### config.mk
export PLATFORM = sky130hd
export DESIGN_NAME = ipa_tx
export DESIGN_NICKNAME = d
export VERILOG_FILES = /design/src/rtl/ipa_tx.sv
export SDC_FILE = /design/constraint.sdc
export NUM_CORES = 1
export LEC_CHECK = 0
export CAP_MARGIN = 20
export CELL_PAD_IN_SITES_DETAIL_PLACEMENT = 1
export CELL_PAD_IN_SITES_GLOBAL_PLACEMENT = 2
export CORE_MARGIN = 8
export CORE_UTILIZATION = 36
export DETAILED_ROUTE_END_ITERATION = 16
export PLACE_DENSITY_LB_ADDON = 0.1
export SYNTH_ARGS = -nofsm -noshare
export SYNTH_HDL_FRONTEND = slang
export SYNTH_SLANG_ARGS = --single-unit
### constraint.sdc
create_clock -name clk_i -period 3.2 [get_ports clk_i]
set_input_delay 0.8 -clock clk_i [delete_from_list [all_inputs] [get_ports clk_i]]
set_output_delay 0.8 -clock clk_i [all_outputs]
set_load 0.01 [all_outputs]
### src/rtl/ipa_tx.sv
// rtl/ipa_tx.sv - IPA serial link transmitter with Wishbone slave, 20-bit two-byte frames
// Optional one-word holding register enabled by defining IPA_TX_BUF_EN.
module ipa_tx #(
    parameter int HALF_PERIOD = 4,
    parameter int CNT_W       = 4
) (
    input  logic        clk_i,
    input  logic        reset_ni,
    input  logic        cyc_i,
    input  logic        stb_i,
    input  logic        we_i,
    input  logic [15:0] dat_i,
    output logic        ack_o,
    output logic [15:0] dat_o,
    output logic        txd_o,
    output logic        txc_o
);

    typedef enum logic [1:0] {
        S_IDLE,
        S_LOW,
        S_HIGH
    } state_t;

    localparam logic [CNT_W-1:0] CNT_LAST = CNT_W'(HALF_PERIOD - 1);
    localparam logic [CNT_W-1:0] CNT_MID  = CNT_W'(HALF_PERIOD / 2);
    localparam logic [4:0]       BIT_LAST = 5'd19;

    state_t            state;
    state_t            state_nxt;
    logic [CNT_W-1:0]  cnt;
    logic [4:0]        bit_cnt;
    logic [19:0]       sr;

    logic              phase_end;
    logic              frame_end;
    logic              busy;
    logic              req;
    logic              accept;
    logic              slot_free;
    logic              load_en;
    logic              hold_full;
    logic [15:0]       load_word;

    assign phase_end = (state != S_IDLE) && (cnt == CNT_LAST);
    assign frame_end = (state == S_HIGH) && phase_end && (bit_cnt == BIT_LAST);
    assign busy      = (state != S_IDLE);
    assign req       = cyc_i & stb_i & ~ack_o;
    assign accept    = req & we_i & slot_free;

`ifdef IPA_TX_BUF_EN
    logic [15:0] hold;

    // The slot frees in the same cycle the held word moves into the shifter.
    assign load_en   = hold_full & ((state == S_IDLE) | frame_end);
    assign slot_free = ~hold_full | load_en;
    assign load_word = hold;

    always_ff @(posedge clk_i or negedge reset_ni) begin
        if (!reset_ni) begin
            hold      <= '0;
            hold_full <= 1'b0;
        end else if (accept) begin
            hold      <= dat_i;
            hold_full <= 1'b1;
        end else if (load_en) begin
            hold_full <= 1'b0;
        end
    end
`else
    assign hold_full = 1'b0;
    assign slot_free = (state == S_IDLE) | frame_end;
    assign load_en   = accept;
    assign load_word = dat_i;
`endif

    always_ff @(posedge clk_i or negedge reset_ni) begin
        if (!reset_ni) begin
            state <= S_IDLE;
        end else begin
            state <= state_nxt;
        end
    end

    always_comb begin
        state_nxt = state;
        case (state)
            S_IDLE: begin
                if (load_en) state_nxt = S_LOW;
            end
            S_LOW: begin
                if (phase_end) state_nxt = S_HIGH;
            end
            S_HIGH: begin
                if (phase_end) state_nxt = (frame_end && !load_en) ? S_IDLE : S_LOW;
            end
            default: state_nxt = S_IDLE;
        endcase
    end

    always_ff @(posedge clk_i or negedge reset_ni) begin
        if (!reset_ni) begin
            cnt     <= '0;
            bit_cnt <= '0;
            sr      <= '1;
        end else begin
            cnt <= (phase_end || state == S_IDLE) ? '0 : cnt + CNT_W'(1);
            if (state == S_HIGH && phase_end) begin
                bit_cnt <= frame_end ? 5'd0 : bit_cnt + 5'd1;
            end
            // Start bit is already on the wire from load, so the first cell never shifts.
            if (load_en) begin
                sr <= {1'b1, load_word[15:8], 1'b0, 1'b1, load_word[7:0], 1'b0};
            end else if (state == S_LOW && cnt == CNT_MID && bit_cnt != 5'd0) begin
                sr <= {1'b1, sr[19:1]};
            end
        end
    end

    always_ff @(posedge clk_i or negedge reset_ni) begin
        if (!reset_ni) begin
            ack_o <= 1'b0;
            dat_o <= '0;
        end else begin
            ack_o <= req & (~we_i | slot_free);
            dat_o <= (req & ~we_i) ? {14'b0, hold_full, busy} : 16'h0000;
        end
    end

    assign txd_o = sr[0];
    assign txc_o = (state == S_HIGH);

endmodule
After elaboration in Yosys (flattened, before gate mapping):

Cells that the tools add are included.

* reduce and logical (&&, ||, !) cells: 13
* bitwise operators: 10
* equal/unequal tests: 8
* add/sub/neg operators: 2
* muxes and demuxes: 10

Operators with widths (number)
* 20-bit 2-to-1 mux: 2
* 4-bit by 2-bit equality test with 1-bit output (second input constant): 2
* 1-bit bitwise AND: 6
* 1-bit logical AND: 6
* 2-bit 2-to-1 mux: 3
* 2-bit case mux with 3 select lines: 1
* 5-bit by 1-bit adder with 5-bit output (second input constant): 1
* 5-bit equality test (second input constant): 1
* 5-bit 2-to-1 mux: 1
* 5-bit nonzero test: 1
* 4-bit by 1-bit adder with 4-bit output (second input constant): 1
* 4-bit 2-to-1 mux: 1
* 2-bit inequality test (second input constant): 2
* 2-bit nonzero test: 2
* 3-bit AND reduction: 1
* 2-bit by 1-bit equality test with 1-bit output (second input constant): 1
* 2-bit equality test (second input constant): 1
* 2-bit zero test: 1
* 1-bit 2-to-1 mux: 2
* 2-bit by 1-bit inequality test with 1-bit output (second input constant): 1
* 1-bit inverter: 2
* 1-bit bitwise OR: 2
* 1-bit zero test: 1
* 1-bit logical OR: 1

* output and inout port bits: 19
* register bits: 33
* word-level logic and storage cells: 49

Logic depth before layout (Yosys ltp):

Gate-level depths: netlist of the first run.

* depth in word-level cells: 11
* depth in mapped cells: 7
* gate-level depth less buffers: 6

Least setup slack after synthesis of the first run:

No wires, ideal clock.

* path type: register to register
* start point: reg bit_cnt[0]
* end point: reg sr[11]
* period minus slack after synthesis: 2.041 ns
* data arrival time: 1.958 ns
* path slack: 1.159 ns
* setup time: 0.082 ns
* data required time: 3.118 ns
* buffers on the path: 1
* cell stages (with the launch flop): 8
* cells stage by stage: dfrtp_1 -> inv_1 -> ha_1 -> or4b_1 -> nand3_4 -> buf_6 -> mux2_2 -> mux2_4

* longest elaborated chain between the ends: 5
* elaborated cells between the ends (all ways): 8
* classes of those cells: eq/ne (1); mux (1); bitwise (2); reduce/logical (4)

Ends and longest elaborated chain
* from (decl): RTL line 32 `logic [4:0] bit_cnt;`
* from (signal assigned): RTL line 109 `bit_cnt <= frame_end ? 5'd0 : bit_cnt + 5'd1;`
* 5-bit equality test: RTL line 46 `assign frame_end = (state == S_HIGH) && phase_end && (bit_cnt == BIT_LAST);`
* 1-bit logical AND: RTL line 46
* 1-bit bitwise OR: RTL line 72 `assign slot_free = (state == S_IDLE) | frame_end;`
* 1-bit bitwise AND: RTL line 49 `assign accept = req & we_i & slot_free;`
* 20-bit 2-to-1 mux or 2-bit nonzero test (tied branches)
* to (signal assigned): RTL line 113 `sr <= {1'b1, load_word[15:8], 1'b0, 1'b1, load_word[7:0], 1'b0};`
* to (signal assigned): RTL line 115 `sr <= {1'b1, sr[19:1]};`
* to (decl): RTL line 33 `logic [19:0] sr;`

Several ways; a longest one is shown, not always the timed one.
A chain may end at the register's enable or synchronous reset.

Worst setup path in the final report of the first run:

* start point: in we_i
* end point: reg sr[2]

* longest elaborated chain between the ends: 3
* elaborated cells between the ends (all ways): 4
* classes of those cells: mux (1); bitwise (2); reduce/logical (1)

Ends and longest elaborated chain
* from (decl): RTL line 11 `input logic we_i,`
* 1-bit bitwise AND (*) (2 in a row): RTL line 49
* 20-bit 2-to-1 mux or 2-bit nonzero test (tied branches)

Mark *: on every way between the ends. The rest lies on a longest branch, timed or not.

==> results.json, run 1 <==
{
  "synth-seq-cells": 32,
  "multi_input_area_um2": 873.3,
  "final_common_cell": "mux2_2",
  "clock_sinks": 32,
  "path_class": "primary input to flip-flop",
  "hold_path_class": "flip-flop to flip-flop",
  "required_ns": 3.41,
  "final_util_pct": 44.81,
  "num_io_pins": 40,
  "antenna_found_initial": 0,
  "syn_area_per_cell_um2": 12.97,
  "dieArea_um2": 7529,
  "fin_setup_tns_ns": 0,
  "mostFrequentLayoutCells": "mux2_2, clkdlybuf4s50_1, dfstp_2",
  "setup-violations-final": 0,
  "dp.final_hpwl_um": 2678,
  "routed.top_layer": "met4",
  "leakagePower_uw": 0.0009280,
  "ys_seq_area_share_pct": 45.73,
  "finalNonFillerCells": 238,
  "crit_chain": "clkdlybuf4s50_1 -> nand4b_1 -> a211oi_4 -> buf_4 -> mux2_2",
  "placedCellCount": 230,
  "endpoint_kind": "flip-flop",
  "cts.path.max_buffers": 2,
  "htreeDepth": 2,
  "die_y_um": 86.77,
  "power_density_nw_per_um2": 360.9,
  "cts_made_buffers": 5,
  "vdd_drop_max_mv": 0.1944,
  "regArea_um2": 824.5,
  "grt_pass1_wl_um": 6037,
  "crit_arrival_ns": 2.69,
  "initial_utilization_pct": 37.67,
  "whs_ns": 0.5012,
  "drtPass1Iterations": 4,
  "row_count": 25,
  "synthFlopType": "dfstp_2",
  "syn-cell-area_um2": 1803,
  "die_w_um": 86.77,
  "wl_um": 3648,
  "grt_overflow_total": 0,
  "grt_pass1_vias": 1267,
  "swShare_pct": 22.65,
  "async_flop_share_pct": 100.0,
  "path_clk_slew_ns": 0.06,
  "min_period_ns": 2.486,
  "cap_violations": 0,
  "cp_slowest_cell": "clkdlybuf4s50_1",
  "clock_skew_ns": 0.007310,
  "fillerInstances": 517,
  "synth_edf_count": 0,
  "critPathLaunchType": "primary input",
  "n_antenna_cell": 0,
  "fin_nets": 195,
  "cts_tree": "yes",
  "vias": 1097,
  "met2_length_um": 1942,
  "p_int_uw": 598.7,
  "cts_hold_buf": 0,
  "route.detailed.drc": 0,
  "grt_max_degree": 33,
  "cts-root-buf": "clkbuf_8",
  "ant_nets": 0,
  "finalHoldViolations": 0,
  "wire_per_inst_um": 15.33,
  "io_buffers": 24,
  "combPwrFrac_pct": 7.5,
  "route.met3.wl_um": 211,
  "place.gp.congestion": 0.6953,
  "cts_resized": 0,
  "max_stage_delay_ns": 0.50,
  "r2r_setup_slack_ns": 0.98,
  "power_switching_uw": 175.4,
  "maxSlewViolCount": 0,
  "power_frac_seq_pct": 53.8,
  "p_clk_share_pct": 38.6,
  "timing.final.crit_share_pct": 77.68,
  "netlist_instances": 139,
  "synth_warnings": 0,
  "clock_latency_ns": 0.28,
  "status": "finished, final reports clean",
  "rsz0062_at_grt": "false",
  "critPathMaxFanout": 12,
  "viasPerCell": 4.609,
  "grtUsageTotal_pct": 10.32,
  "coreArea_um2": 4786,
  "syn_to_final_growth_pct": 18.95,
  "m1WireLength_um": 1433,
  "synthDistinctLibCells": 37,
  "initialDrtViolationCount": 22,
  "postCtsSetupRepairBufs": 0,
  "fmax_mhz": 402.3,
  "drive_gt1_share_pct": 40.94
}
[Yosys cell counts (2+ instances only)]
| library cell | number | area share (%) |
|---|---|---|
| mux2_2 | 26 | 16 |
| dfstp_2 | 19 | 28 |
| buf_4 | 15 | 6.2 |
| dfrtp_1 | 13 | 18 |
| mux2_4 | 8 | 6.7 |
| nor2_1 | 7 | 1.5 |
| inv_1 | 5 | 1.0 |
| ha_1 | 4 | 2.8 |
| nand2b_1 | 4 | 1.4 |
| mux2i_1 | 3 | 1.7 |
| nand2_1 | 3 | 0.62 |
| nor3_1 | 3 | 0.83 |
| o21ai_0 | 3 | 0.83 |
| nand3_1 | 2 | 0.56 |
| nand3b_1 | 2 | 0.83 |
[area by class of cell]
| cell class | count | share of cell area, % |
|---|---|---|
| timing repair buffer | 27 | 12.25 |
| inverter | 5 | 0.8751 |
| multi-input combinational | 99 | 40.72 |
| clock buffer | 7 | 3.559 |
| sequential | 32 | 38.45 |
| tap | 67 | 3.909 |
| clock inverter | 1 | 0.2334 |
[worst max-delay path, delay by kind of cell]
family                 cells  cell delay [ns]
buffers and inverters      2             0.81
multiplexers               1             0.37
AO/OA/AOI/OAI              1             0.47
AND/OR/NAND/NOR            1             0.24
[metrics by stage]
stage / area, µm² / setup WS [ns] / total power (µW)
after floorplan: 1856 / 1.159 / 455.0
after global placement: 2063 / 0.4305 / 480.1
after detailed placement: 2063 / 0.3928 / 481.7
after CTS: 2145 / 0.6950 / 789.6
after global routing: 2145 / 0.6121 / 815.2
final: 2145 / 0.7141 / 774.1
[power groups by stage]
stage          Sequential, µW  Clock (µW)  Combinational [µW]
3_5_place_dp              424           0                58.2
5_1_grt                   417         334                64.0
4_1_cts                   417         314                58.7
2_1_floorplan             423           0                31.8
6_report                  417         299                58.2
3_3_place_gp              423           0                57.0
[routing by layer]
| metal | up-vias | track usage [%] |
|---|---|---|
| li1 | 518 | - |
| met1 | 553 | 10.23 |
| met2 | 20 | 18.54 |
| met3 | 6 | 4.253 |
| met4 | 0 | 4.225 |
| met5 | - | 0 |
[path summary, 6_finish.rpt]
check	endpoint	cells past startpoint	from
worst max-delay path	sr[2]	5	we_i
worst min-delay path	cnt[0]	1	cnt[0]
worst max register to register	sr[2]	7	cnt[0]
worst min register to register	cnt[0]	1	cnt[0]
max in group asynchronous	sr[16]	2	reset_ni
min in group asynchronous	dat_o[0]	2	reset_ni
[state kept, by name (all words and copies together), names as in the netlist]
name and count:
state 2, ack_o 1, cnt 4, sr 19
bit_cnt 5, dat_o 1
[cells by family after synthesis]
logic type / Yosys count / synth area share (%)
flops: 32 / 45.73
xor+xnor: 2 / 0.9717
fa+ha+maj: 4 / 2.776
buf+inv: 22 / 8.744
mux: 37 / 24.57
compound gates: 11 / 4.858
simple gates: 30 / 12.14
other cells: 1 / 0.2080
Note: power is estimated with default switching activity, not from simulation.
==> run 2: changes to the inputs <==
--- a/config.mk
+++ b/config.mk
@@ -9,7 +9,7 @@
 export CELL_PAD_IN_SITES_DETAIL_PLACEMENT = 1
 export CELL_PAD_IN_SITES_GLOBAL_PLACEMENT = 2
 export CORE_MARGIN = 8
-export CORE_UTILIZATION = 36
+export CORE_UTILIZATION = 33
 export DETAILED_ROUTE_END_ITERATION = 16
 export PLACE_DENSITY_LB_ADDON = 0.1
 export SYNTH_ARGS = -nofsm -noshare
==> constraint.sdc (replaced) <==
create_clock -name clk_i -period 2.5 [get_ports clk_i]
set_input_delay 0.625 -clock clk_i [delete_from_list [all_inputs] [get_ports clk_i]]
set_output_delay 0.625 -clock clk_i [all_outputs]
set_load 0.01 [all_outputs]
==> run 2 against run 1 <==
Compared with the run above: final area is 1.3% higher; setup slack worse by 0.45 ns; sequential power is 28% higher; sequential share of layout area is 0.49 points lower; clock power is 36% higher; non-clock buffer count stayed put; core utilization is 4.6 points lower; total power is 31% higher; combinational power is 29% higher; via count is 0.73% lower; cell count is 2.1% higher; critical path depth is 2 lower; largest cell class unchanged.
==> results.json, run 2 (same netlist as run 1, synthesis figures left out) <==
{
  "cts_resized": 0,
  "cts_hold_buf": 0,
  "maxSlewViolCount": 0,
  "clock_sinks": 32,
  "power_density_nw_per_um2": 467.0,
  "drtPass1Iterations": 4,
  "endpoint_kind": "primary output",
  "clock_latency_ns": 0.28,
  "num_io_pins": 40,
  "r2r_cells": 6,
  "crit_arrival_ns": 1.61,
  "max_stage_delay_ns": 0.55,
  "place.gp.congestion": 0.6984,
  "grt_overflow_total": 0,
  "crit_chain": "nand2b_1 -> inv_1 -> clkdlybuf4s50_1",
  "clock_skew_ns": 0.006409,
  "cp_slowest_cell": "clkdlybuf4s50_1",
  "io_buffers": 24,
  "path_class": "flip-flop to primary output",
  "die_w_um": 89.92,
  "r2r_end": "sr[16]",
  "drive_gt1_share_pct": 40.94,
  "dp.final_hpwl_um": 2722,
  "hold_path_class": "flip-flop to flip-flop",
  "critPathMaxFanout": 7,
  "postCtsSetupRepairBufs": 0,
  "crit_end": "txc_o",
  "viasPerCell": 4.481,
  "rsz0062_at_grt": "false",
  "htreeDepth": 2,
  "path_clk_slew_ns": 0.07,
  "cts.path.max_buffers": 2,
  "status": "finished, final reports clean",
  "grt_pass1_vias": 1259,
  "min_period_ns": 2.235,
  "wl_um": 3687,
  "regArea_um2": 824.5,
  "route.detailed.drc": 0,
  "largest_register_ffs": 19,
  "max_flop_register": "sr",
  "setup-violations-final": 0,
  "r2r_start": "bit_cnt[1]",
  "vias": 1089,
  "die_y_um": 89.92,
  "fmax_mhz": 447.5,
  "initial_utilization_pct": 33.36,
  "n_antenna_cell": 0,
  "antenna_found_initial": 0,
  "multi_input_area_um2": 873.3,
  "cp_top_family": "buffers and inverters",
  "fillerInstances": 588,
  "r2r_setup_slack_ns": 0.38,
  "required_ns": 1.88,
  "critPathBufInv": 2,
  "finalHoldViolations": 0,
  "cp.depth": 3,
  "coreArea_um2": 5405,
  "grt_pass1_wl_um": 6196,
  "leakagePower_uw": 0.0009340,
  "grt_max_degree": 33,
  "grtUsageTotal_pct": 9.464,
  "reg.largest.list": "sr (19), bit_cnt (5), cnt (4)",
  "final_common_cell": "mux2_2",
  "critPathLaunchType": "flip-flop",
  "wire_per_inst_um": 15.17,
  "cts_made_buffers": 5,
  "mostFrequentLayoutCells": "mux2_2, clkdlybuf4s50_1, dfstp_2",
  "cp-startpoint": "state[1]",
  "fin_nets": 195,
  "postLayoutSetupSlackWorst_ns": 0.2653,
  "ant_nets": 0,
  "cts-root-buf": "clkbuf_8",
  "fin_setup_tns_ns": 0,
  "vdd_drop_max_mv": 0.1992,
  "row_count": 27,
  "cts_tree": "yes",
  "timing.final.crit_share_pct": 89.39,
  "syn_to_final_growth_pct": 20.47,
  "cap_violations": 0,
  "dp_slack_ns": 0.1595,
  "dieArea_um2": 8085,
  "initialDrtViolationCount": 34
}
[run 2: cell types whose count changed in the layout (fill, tap and decap cells not counted)]
cell / change
clkbuf_8: +1
clkinv_2: -1
buf_12: +1
buf_4: -1
[run 2: metrics by stage]
| stage | util (%) | instances | hold slack, ns | area, µm² | total power, µW |
|---|---|---|---|---|---|
| after floorplan | - | 153 | 0.3294 | 1856 | 582.4 |
| final | 40.19 | 243 | 0.4939 | 2172 | 1014 |
| after global routing | 40.19 | 243 | 0.5342 | 2172 | 1061 |
| after CTS | 40.19 | 243 | 0.4984 | 2172 | 1034 |
| after global placement | 38.52 | 235 | 0.4877 | 2082 | 614.4 |
| after detailed placement | 38.52 | 235 | 0.4891 | 2082 | 616.7 |
[run 2: worst min-delay path by stage]
stage                   from      to  slack (ns)  depth (start not counted)
floorplan           reset_ni   ack_o        0.33                          0
global placement      cnt[0]  cnt[0]        0.49                          1
detailed placement    cnt[0]  cnt[0]        0.49                          1
CTS                   cnt[0]  cnt[0]        0.50                          1
global route          cnt[0]  cnt[0]        0.53                          1
finish                cnt[0]  cnt[0]        0.49                          1
[run 2: power breakdown]
part	switching (µW)	internal (µW)	total, µW	leakage [µW]
logic	34.2	41.1	75.2	0.000530
registers	3.39	530	534	0.000359
clock network	181	224	406	0.0000455
total	219	796	1010	0.000934
[run 2: routing by layer]
metal | part of all wire, % | GRT usage, % | vias up
met2 | 52 | 16.07 | 22
met1 | 42 | 10.62 | 540
li1 | - | - | 520
met4 | 1.7 | 3.329 | 0
met3 | 4.7 | 3.491 | 7
met5 | 0 | 0 | -
[run 2: worst register-to-register path, stage by stage, from the launching register on]
cell and delay [ns]:
dfrtp_1 0.40, inv_1 0.08, ha_1 0.13, or4b_1 0.49, nand3_4 0.28, mux2_2 0.38
mux2_2 0.27
[run 2: layout make-up]
class,count,share of cell area (%)
Sequential cell,32,37.96
Timing Repair Buffer,27,12.67
Clock buffer,8,4.147
Multi-Input combinational cell,99,40.21
Tap cell,72,4.147
Inverter,5,0.8641
==> run 3: changes to the inputs <==
--- a/config.mk
+++ b/config.mk
@@ -8,6 +8,7 @@
 export CAP_MARGIN = 20
 export CELL_PAD_IN_SITES_DETAIL_PLACEMENT = 1
 export CELL_PAD_IN_SITES_GLOBAL_PLACEMENT = 2
+export CORE_ASPECT_RATIO = 1.1
 export CORE_MARGIN = 8
 export CORE_UTILIZATION = 33
 export DETAILED_ROUTE_END_ITERATION = 16
==> run 3 against run 2 <==
Compared with the run above: clock skew grew 0.0011 ns; sequential power hardly changed; combinational power fell by 2%; register-to-register slack worse by 0.04 ns; hold slack better by 0.0099 ns; largest cell class unchanged; largest power group unchanged.
==> results.json, run 3 (same netlist as run 1, synthesis figures left out) <==
{
  "grt_overflow_total": 0,
  "route.detailed.drc": 0,
  "whs_ns": 0.5038,
  "htreeDepth": 2,
  "clock_sinks": 32,
  "viasPerCell": 4.439,
  "vias": 1092,
  "setup-violations-final": 0,
  "placed_area_um2": 2086,
  "maxSlewViolCount": 0,
  "r2r_end": "sr[3]",
  "path_clk_slew_ns": 0.06,
  "n_antenna_cell": 0,
  "row_count": 28,
  "grt_max_degree": 33,
  "place.gp.congestion": 0.6891,
  "cts_resized": 0,
  "dieArea_um2": 8088,
  "fillerInstances": 587,
  "syn_to_final_growth_pct": 20.13,
  "holdPathEnd": "cnt[0]",
  "hold_path_class": "flip-flop to flip-flop",
  "drive_gt1_share_pct": 40.35,
  "final_common_cell": "mux2_2",
  "crit_arrival_ns": 1.62,
  "grt_pass1_vias": 1280,
  "r2r_setup_slack_ns": 0.34,
  "critPathLaunchType": "flip-flop",
  "grtUsageTotal_pct": 10.10,
  "initial_utilization_pct": 33.86,
  "max_flop_register": "sr",
  "initialDrtViolationCount": 27,
  "rsz0062_at_grt": "false",
  "fmax_mhz": 445.8,
  "cap_violations": 0,
  "drtPass1Iterations": 4,
  "antenna_found_initial": 0,
  "worstHoldPathCells": 1,
  "cts_tree": "yes",
  "required_ns": 1.88,
  "vdd_drop_max_mv": 0.1561,
  "multi_input_area_um2": 873.3,
  "ant_nets": 0,
  "power_density_nw_per_um2": 456.2,
  "regArea_um2": 824.5,
  "cts_hold_buf": 0,
  "path_class": "flip-flop to primary output",
  "clock_skew_ns": 0.007467,
  "dp.final_hpwl_um": 2724,
  "postCtsSetupRepairBufs": 0,
  "wl_um": 3667,
  "reg.largest.list": "sr (19), bit_cnt (5), cnt (4)",
  "wire_per_inst_um": 14.91,
  "cts-root-buf": "clkbuf_8",
  "fin_setup_tns_ns": 0,
  "clock_latency_ns": 0.28,
  "fin_area_um2": 2166,
  "num_io_pins": 40,
  "leakagePower_uw": 0.0009280,
  "coreArea_um2": 5325,
  "grt_pass1_wl_um": 6299,
  "die_y_um": 93.53,
  "io_buffers": 24,
  "hold_start": "cnt[0]",
  "critPathMaxFanout": 7,
  "r2r_cells": 6,
  "status": "finished, final reports clean",
  "cts_made_buffers": 5,
  "die_w_um": 86.48,
  "finalHoldViolations": 0,
  "r2r_start": "bit_cnt[0]",
  "endpoint_kind": "primary output",
  "largest_register_ffs": 19,
  "fin_nets": 195,
  "timing.final.crit_share_pct": 89.72,
  "min_period_ns": 2.243,
  "final_util_pct": 40.67,
  "cts.path.max_buffers": 2,
  "mostFrequentLayoutCells": "mux2_2, clkdlybuf4s50_1, dfstp_2"
}
[run 3: changes by cell type in the layout (fill, tap and decap cells not counted)]
| cell | delta |
|---|---|
| clkbuf_1 | +1 |
| clkbuf_8 | -1 |
[run 3: per-stage QoR]
stage               power [µW]  std cells  setup slack (ns)
floorplan                582.4        153            0.4593
global route              1043        246            0.1368
CTS                       1008        246            0.2280
finish                   988.0        246            0.2569
global placement         614.9        238            0.2237
detailed placement       616.5        238            0.1551
[run 3: report_power, final]
| group | internal [µW] | switching (µW) | total [µW] | leakage (µW) |
|---|---|---|---|---|
| Clock | 198 | 183 | 380 | 0.0000395 |
| Sequential | 530 | 3.45 | 534 | 0.000359 |
| Combinational | 41.0 | 33.1 | 74.0 | 0.000530 |
| Total | 769 | 219 | 988 | 0.000928 |
[run 3: worst max path at each step]
stage,startpoint,end,slack [ns],cells past startpoint
after global placement,we_i,sr[14],0.22,5
after CTS,state[0],txc_o,0.23,3
after global routing,state[0],txc_o,0.14,3
final,state[0],txc_o,0.26,3
after detailed placement,we_i,sr[18],0.16,5
after floorplan,bit_cnt[0],sr[11],0.46,7
[run 3: critical path, stage by stage (launching register included)]
cell and delay (ns):
dfrtp_1 0.46, nand2b_1 0.20, inv_1 0.13, clkdlybuf4s50_1 0.55
[run 3: final cells by class]
cell class	instances	share of cell area, %
Clock buffer	8	3.697
Timing Repair Buffer	27	12.71
Sequential cell	32	38.07
Multi-Input combinational cell	99	40.32
Inverter	5	0.8666
Tap cell	75	4.333
[run 3: metal layers]
metal / GRT usage (%) / wire, µm / up-vias
li1: - / - / 518
met1: 10.48 / 1456 / 546
met2: 17.65 / 1962 / 23
met3: 3.947 / 202 / 5
met4: 4.310 / 46 / 0
met5: 0 / 0 / -
